$ cat src/rtl/fifo8x9_ctrl_pkg.sv
// Shared definitions for the 8x9 FIFO controller and its storage block.
package fifo8x9_ctrl_pkg;

    localparam int FIFO_DEPTH = 8;
    localparam int FIFO_AW    = 3;
    localparam int FIFO_DW    = 9;

    typedef enum logic [1:0] {
        INIT  = 2'd0,
        RUN   = 2'd1,
        FLUSH = 2'd2
    } state_e;

endpackage

$ cat src/rtl/fifo_ptr_wrap.sv
// One side (write or read) of the storage pointer: turns an accepted
// access into an increment or, on the last slot, a clear (the wrap).
module fifo_ptr_wrap
    import fifo8x9_ctrl_pkg::*;
#(
    parameter int DEPTH = FIFO_DEPTH,
    parameter int AW    = FIFO_AW
) (
    input  logic          ok,
    input  logic [AW-1:0] addr,
    output logic          inc,
    output logic          clr,
    output logic [AW-1:0] next_addr
);

    localparam logic [AW-1:0] LAST = AW'(DEPTH - 1);

    // Last slot clears instead of incrementing; DEPTH is a power of 2 so
    // the local address wraps naturally.
    always_comb begin
        inc       = ok && (addr != LAST);
        clr       = ok && (addr == LAST);
        next_addr = ok ? addr + 1'b1 : addr;
    end

endmodule

$ cat src/rtl/fifo8x9_ctrl.sv
// Pointer/flag controller for the 8-deep x 9-bit FIFO storage block.
// Storage strobes are combinational so the storage acts on the same edge
// that updates the controller's own copy of the pointers.
module fifo8x9_ctrl
    import fifo8x9_ctrl_pkg::*;
#(
    parameter int DEPTH = FIFO_DEPTH,
    parameter int AW    = FIFO_AW
) (
    input  logic        clk,
    input  logic        rst,
    input  logic        wr_req,
    input  logic        rd_req,
    input  logic        flush,
    output logic        wren,
    output logic        WrInc,
    output logic        WrPtrClr,
    output logic        rden,
    output logic        RdInc,
    output logic        RdPtrClr,
    output logic        full,
    output logic        empty,
    output logic [AW:0] count,
    output logic        rd_valid,
    output logic        overflow,
    output logic        underflow
);

    localparam logic [AW:0] CNT_FULL = (AW+1)'(DEPTH);

    state_e        state_q, state_d;
    logic [AW-1:0] wr_addr_q, wr_addr_d;
    logic [AW-1:0] rd_addr_q, rd_addr_d;
    logic [AW:0]   count_q, count_d;
    logic          rd_valid_q, rd_valid_d;
    logic          overflow_q, overflow_d;
    logic          underflow_q, underflow_d;

    logic          run, clr_all, wr_ok, rd_ok;
    logic          wr_inc, wr_clr, rd_inc, rd_clr;
    logic [AW-1:0] wr_nxt, rd_nxt;

    // Flags and request acceptance; a write when full only goes in if a
    // read frees a slot on the same edge.
    always_comb begin
        full    = (count_q == CNT_FULL);
        empty   = (count_q == '0);
        run     = rst && (state_q == RUN);
        clr_all = rst && (state_q != RUN);
        rd_ok   = run && rd_req && !empty;
        wr_ok   = run && wr_req && (!full || rd_ok);
    end

    fifo_ptr_wrap #(.DEPTH(DEPTH), .AW(AW)) u_wr_ptr (
        .ok        (wr_ok),
        .addr      (wr_addr_q),
        .inc       (wr_inc),
        .clr       (wr_clr),
        .next_addr (wr_nxt)
    );

    fifo_ptr_wrap #(.DEPTH(DEPTH), .AW(AW)) u_rd_ptr (
        .ok        (rd_ok),
        .addr      (rd_addr_q),
        .inc       (rd_inc),
        .clr       (rd_clr),
        .next_addr (rd_nxt)
    );

    // Storage strobes: INIT and FLUSH clear both storage pointers.
    always_comb begin
        wren     = wr_ok;
        WrInc    = wr_inc;
        WrPtrClr = wr_clr || clr_all;
        rden     = rd_ok;
        RdInc    = rd_inc;
        RdPtrClr = rd_clr || clr_all;
        count    = count_q;
        rd_valid = rd_valid_q;
        overflow = overflow_q;
        underflow = underflow_q;
    end

    // Next-state logic: requests only matter in RUN; FLUSH wipes the
    // occupancy and errors in its single cycle.
    always_comb begin
        state_d     = state_q;
        wr_addr_d   = wr_addr_q;
        rd_addr_d   = rd_addr_q;
        count_d     = count_q;
        rd_valid_d  = 1'b0;
        overflow_d  = overflow_q;
        underflow_d = underflow_q;
        case (state_q)
            INIT: begin
                state_d = RUN;
            end
            RUN: begin
                wr_addr_d   = wr_nxt;
                rd_addr_d   = rd_nxt;
                rd_valid_d  = rd_ok;
                overflow_d  = overflow_q || (wr_req && !wr_ok);
                underflow_d = underflow_q || (rd_req && empty);
                if (wr_ok && !rd_ok)
                    count_d = count_q + 1'b1;
                else if (rd_ok && !wr_ok)
                    count_d = count_q - 1'b1;
                if (flush)
                    state_d = FLUSH;
            end
            FLUSH: begin
                state_d     = RUN;
                wr_addr_d   = '0;
                rd_addr_d   = '0;
                count_d     = '0;
                overflow_d  = 1'b0;
                underflow_d = 1'b0;
            end
            default: begin
                state_d = INIT;
            end
        endcase
    end

    // State register with synchronous active-low reset.
    always_ff @(posedge clk) begin
        if (!rst) begin
            state_q     <= INIT;
            wr_addr_q   <= '0;
            rd_addr_q   <= '0;
            count_q     <= '0;
            rd_valid_q  <= 1'b0;
            overflow_q  <= 1'b0;
            underflow_q <= 1'b0;
        end else begin
            state_q     <= state_d;
            wr_addr_q   <= wr_addr_d;
            rd_addr_q   <= rd_addr_d;
            count_q     <= count_d;
            rd_valid_q  <= rd_valid_d;
            overflow_q  <= overflow_d;
            underflow_q <= underflow_d;
        end
    end

endmodule

$ cat config.mk
export PLATFORM = sky130hd
export DESIGN_NAME = fifo8x9_ctrl
export DESIGN_NICKNAME = d
export VERILOG_FILES = /design/src/rtl/fifo8x9_ctrl_pkg.sv /design/src/rtl/fifo_ptr_wrap.sv /design/src/rtl/fifo8x9_ctrl.sv
export SDC_FILE = /design/constraint.sdc
export NUM_CORES = 1
export LEC_CHECK = 0
export ABC_AREA = 1
export CAP_MARGIN = 0
export CORE_ASPECT_RATIO = 0.7
export CORE_MARGIN = 1.5
export CORE_UTILIZATION = 50
export CTS_CLUSTER_DIAMETER = 150
export CTS_CLUSTER_SIZE = 40
export DETAILED_ROUTE_END_ITERATION = 10
export PLACE_DENSITY = 0.83
export SKIP_CTS_REPAIR_TIMING = 1
export SYNTH_ARGS = -nofsm -noshare
export SYNTH_HDL_FRONTEND = slang
export SYNTH_SLANG_ARGS = --single-unit
$ cat constraint.sdc
create_clock -name clk -period 5.5 [get_ports clk]
set_input_delay 0.825 -clock clk [delete_from_list [all_inputs] [get_ports clk]]
set_output_delay 0.825 -clock clk [all_outputs]
set_load 0.03 [all_outputs]
==> results.md <==
- Final worst setup slack: roughly 1900 ps
- Total track usage: 23.5%
- Via count: a little under 900
- Grt total ovfl: 0
- Maximum clock insertion buffer count: 2
- Wire per inst: ~12 um
- Initial Util: 56.6%
- Comb pwr share: 62.2%
- Worst slew margin: roughly three quarters
- Pwr Density: roughly 500 nW/um^2
- Synth Cell Area: 952 sq um
- Slew Limit Fails: 0
- CP Data Arrival Time: about 2800 ps
- Clock sinks: 15
- Die X: about 55 um
- Top-count cell post-synth: nand2_1
- Vias per cell: ~5.2
- Crit path buf inv count: 3
- Worst path top cell family by delay: buffers and inverters
- WP data required: approximately 4700 ps
- Worst-Skew Late Latency: 290 ps
- CP endpoint kind: output port
- Worst-path cell chain: clkdlybuf4s50_1 -> nand2_2 -> nor2_1 -> nand2_1 -> inv_1 -> nand2_1 -> o21ai_0 -> clkdlybuf4s50_1
- Placer's final routability congestion estimate: 0.774
- Peak supply drop: 414 uV
- Std-Cell Rows: 12
- Cell taking the most area after synthesis: dfxtp_1
- Top cell type's share of synthesized area: 31.5%
- Internal power: around 300 uW
- Post-synth EDFFs: 0
- Worst clock skew: around 0.9 ps
- Startpoint types: primary input
- N_diodes: 0
- Worst hold path type: reg2reg
- Die ar.: ~2200 sq um
- Clock Power Share: between 10% and 20%
- H-Tree Level Count: 1
- Sequential area share after synthesis: a little under a third
- Dpl hpwl: 1740 um
- Core area: 1680 sq um
- CP max-delay cell: clkdlybuf4s50_1
- Layout area overhead: 24.7%
- CP Max Fanout: 6
- Netlist cell types: 22
- Yosys warning total: 0
- Global-route wire length before repair: between 3000 and 4000 um
- Starting DRT DRC Count: 26
- Leading cell types by total area after synthesis: dfxtp_1 (32%), ha_1 (14%), nand2_1 (9.1%)
- Part of the power in registers: a little over a quarter
- Die height: 39.5 um
- IO Port Bufs: 19
- Syn Area/Cell: 7.44 sq um
- Crit path largest cell delay: 690 ps
- Syn nets: between 100 and 150
- Crit Path Class: in2out
- DR pass1 iterations: 4
- Sw Share: approximately half
- Post-Route WL: approximately 2100 um
- Switch Pwr: approximately 290 uW
- Clock buffer count from CTS: 3
- Pwr Total: about 590 uW
- Number of antenna violations at the first check in global routing: 0
- Placed cell areas: 1160 sq um
- Minimum clock period: approximately 3600 ps
- Final period utilization: approximately two thirds
- Pin count of the biggest net entering global routing: 12
- Fmax: approximately 280 MHz
- Unrepaired setup endpoints after global routing: no
- TritonCTS clock tree: built
- Fin nets: approximately 170
- CTS root buf: clkbuf_4
- Setup TNS: 0 ps
- I/O pin cnt: 20
- Final Hold Viols: 0
- Slew of the pin with the lowest slew margin: between 300 and 400 ps
- Final setup fails: 0
- Top cells by count, synth: nand2_1 (23), inv_1 (20), dfxtp_1 (15)
- Fraction of layout cells with a size suffix above 1: approximately 8.7%
- Reg-to-reg setup timing slack: around 3200 ps
- Max cap viols: 0
- Status: finished, final reports clean
- Clock slew at reported path FFs: 80 ps
- Synth Instances: 128
- Ys flop type: dfxtp_1
- Vias in the first global route: ~800
- DRC violations left: 0
- Flops & latches, synth: 15
- Final Instance Area: 1190 sq um
- Pre-CTS setup slack: approximately 1900 ps
- Remaining antenna violation count after routing: 0
- Post-synth ARST share: 0%
- Leak: approximately 0.54 nW
==> final cells by class <==
cell class              instances  area, sq um
fillers                       153          494
multi-input cells              90          563
inverters                      21         81.3
clock buffers                   4         26.3
repair buffers                 19          190
flip-flops and latches         15          300
well taps                      21         26.3
==> path summary, 6_finish.rpt <==
kind                                 start        end  depth (start not counted)
worst max-delay path                   rst   WrPtrClr                          8
worst min-delay path             underflow  underflow                          2
worst max register to register  state_q[1]   count[3]                         13
worst min register to register   underflow  underflow                          2
==> metrics by stage <==
stage / util (%) / std cells / hold WS (ps)
final: 70.6 / 170 / 458
after global routing: 70.6 / 170 / 483
after CTS: 70.6 / 170 / 463
after detailed placement: 69.0 / 166 / 445
after global placement: 69.0 / 166 / 444
after floorplan: - / 128 / 443
==> cell usage in the layout (no fill, tap or decap), types with 3 or more instances in the layout <==
cell / count
a21oi_1: 14
clkbuf_4: 3
clkdlybuf4s50_1: 19
dfxtp_1: 15
ha_1: 11
inv_1: 20
nand2_1: 23
nand2_2: 3
nand3_1: 9
nor2_1: 13
o21ai_0: 6
==> state kept, by name, indices dropped and copies added, names as in the netlist <==
name,count
count,4
rd_addr_q,3
wr_addr_q,3
state_q,2
overflow,1
rd_valid,1
underflow,1
==> worst register-to-register path, cell delays in order (launching register included) <==
cell and delay, ps:
dfxtp_1 340, inv_1 130, ha_1 270, nand2_2 90
nor2_1 220, nand3_4 160, ha_1 350, a21oi_1 180
nand3_1 120, nand2_1 90, nand2_1 50, nand2_1 60
nand3_1 90, a21oi_1 130
==> kinds of logic (layout without fill, tap and decap cells) <==
family                   after synthesis  after routing  synth area share (%)
XOR/XNOR                               1              1                 0.920
adder cells (fa/ha/maj)               12             12                  16.6
buffers and inverters                 23             44                  9.33
AND/OR/NAND/NOR                       51             51                  24.6
AO/OA/AOI/OAI                         26             26                  17.1
flip-flops                            15             15                  31.5
==> power by group through the flow <==
| stage | combinational (mW) | clock, mW | sequential (mW) |
|---|---|---|---|
| final | 0.368 | 0.0637 | 0.160 |
| after global routing | 0.406 | 0.0720 | 0.164 |
| after CTS | 0.369 | 0.0666 | 0.160 |
| after detailed placement | 0.366 | 0 | 0.163 |
| after global placement | 0.358 | 0 | 0.161 |
| after floorplan | 0.228 | 0 | 0.189 |
==> per-layer routing <==
metal	share of wire, %	GRT usage [%]	vias up
met2	48	39.6	27
met4	0.71	5.49	0
met5	0	0	-
met1	46	28.9	407
met3	5.4	8.02	2
li1	-	-	456
Power figures use the tool's default switching activity.
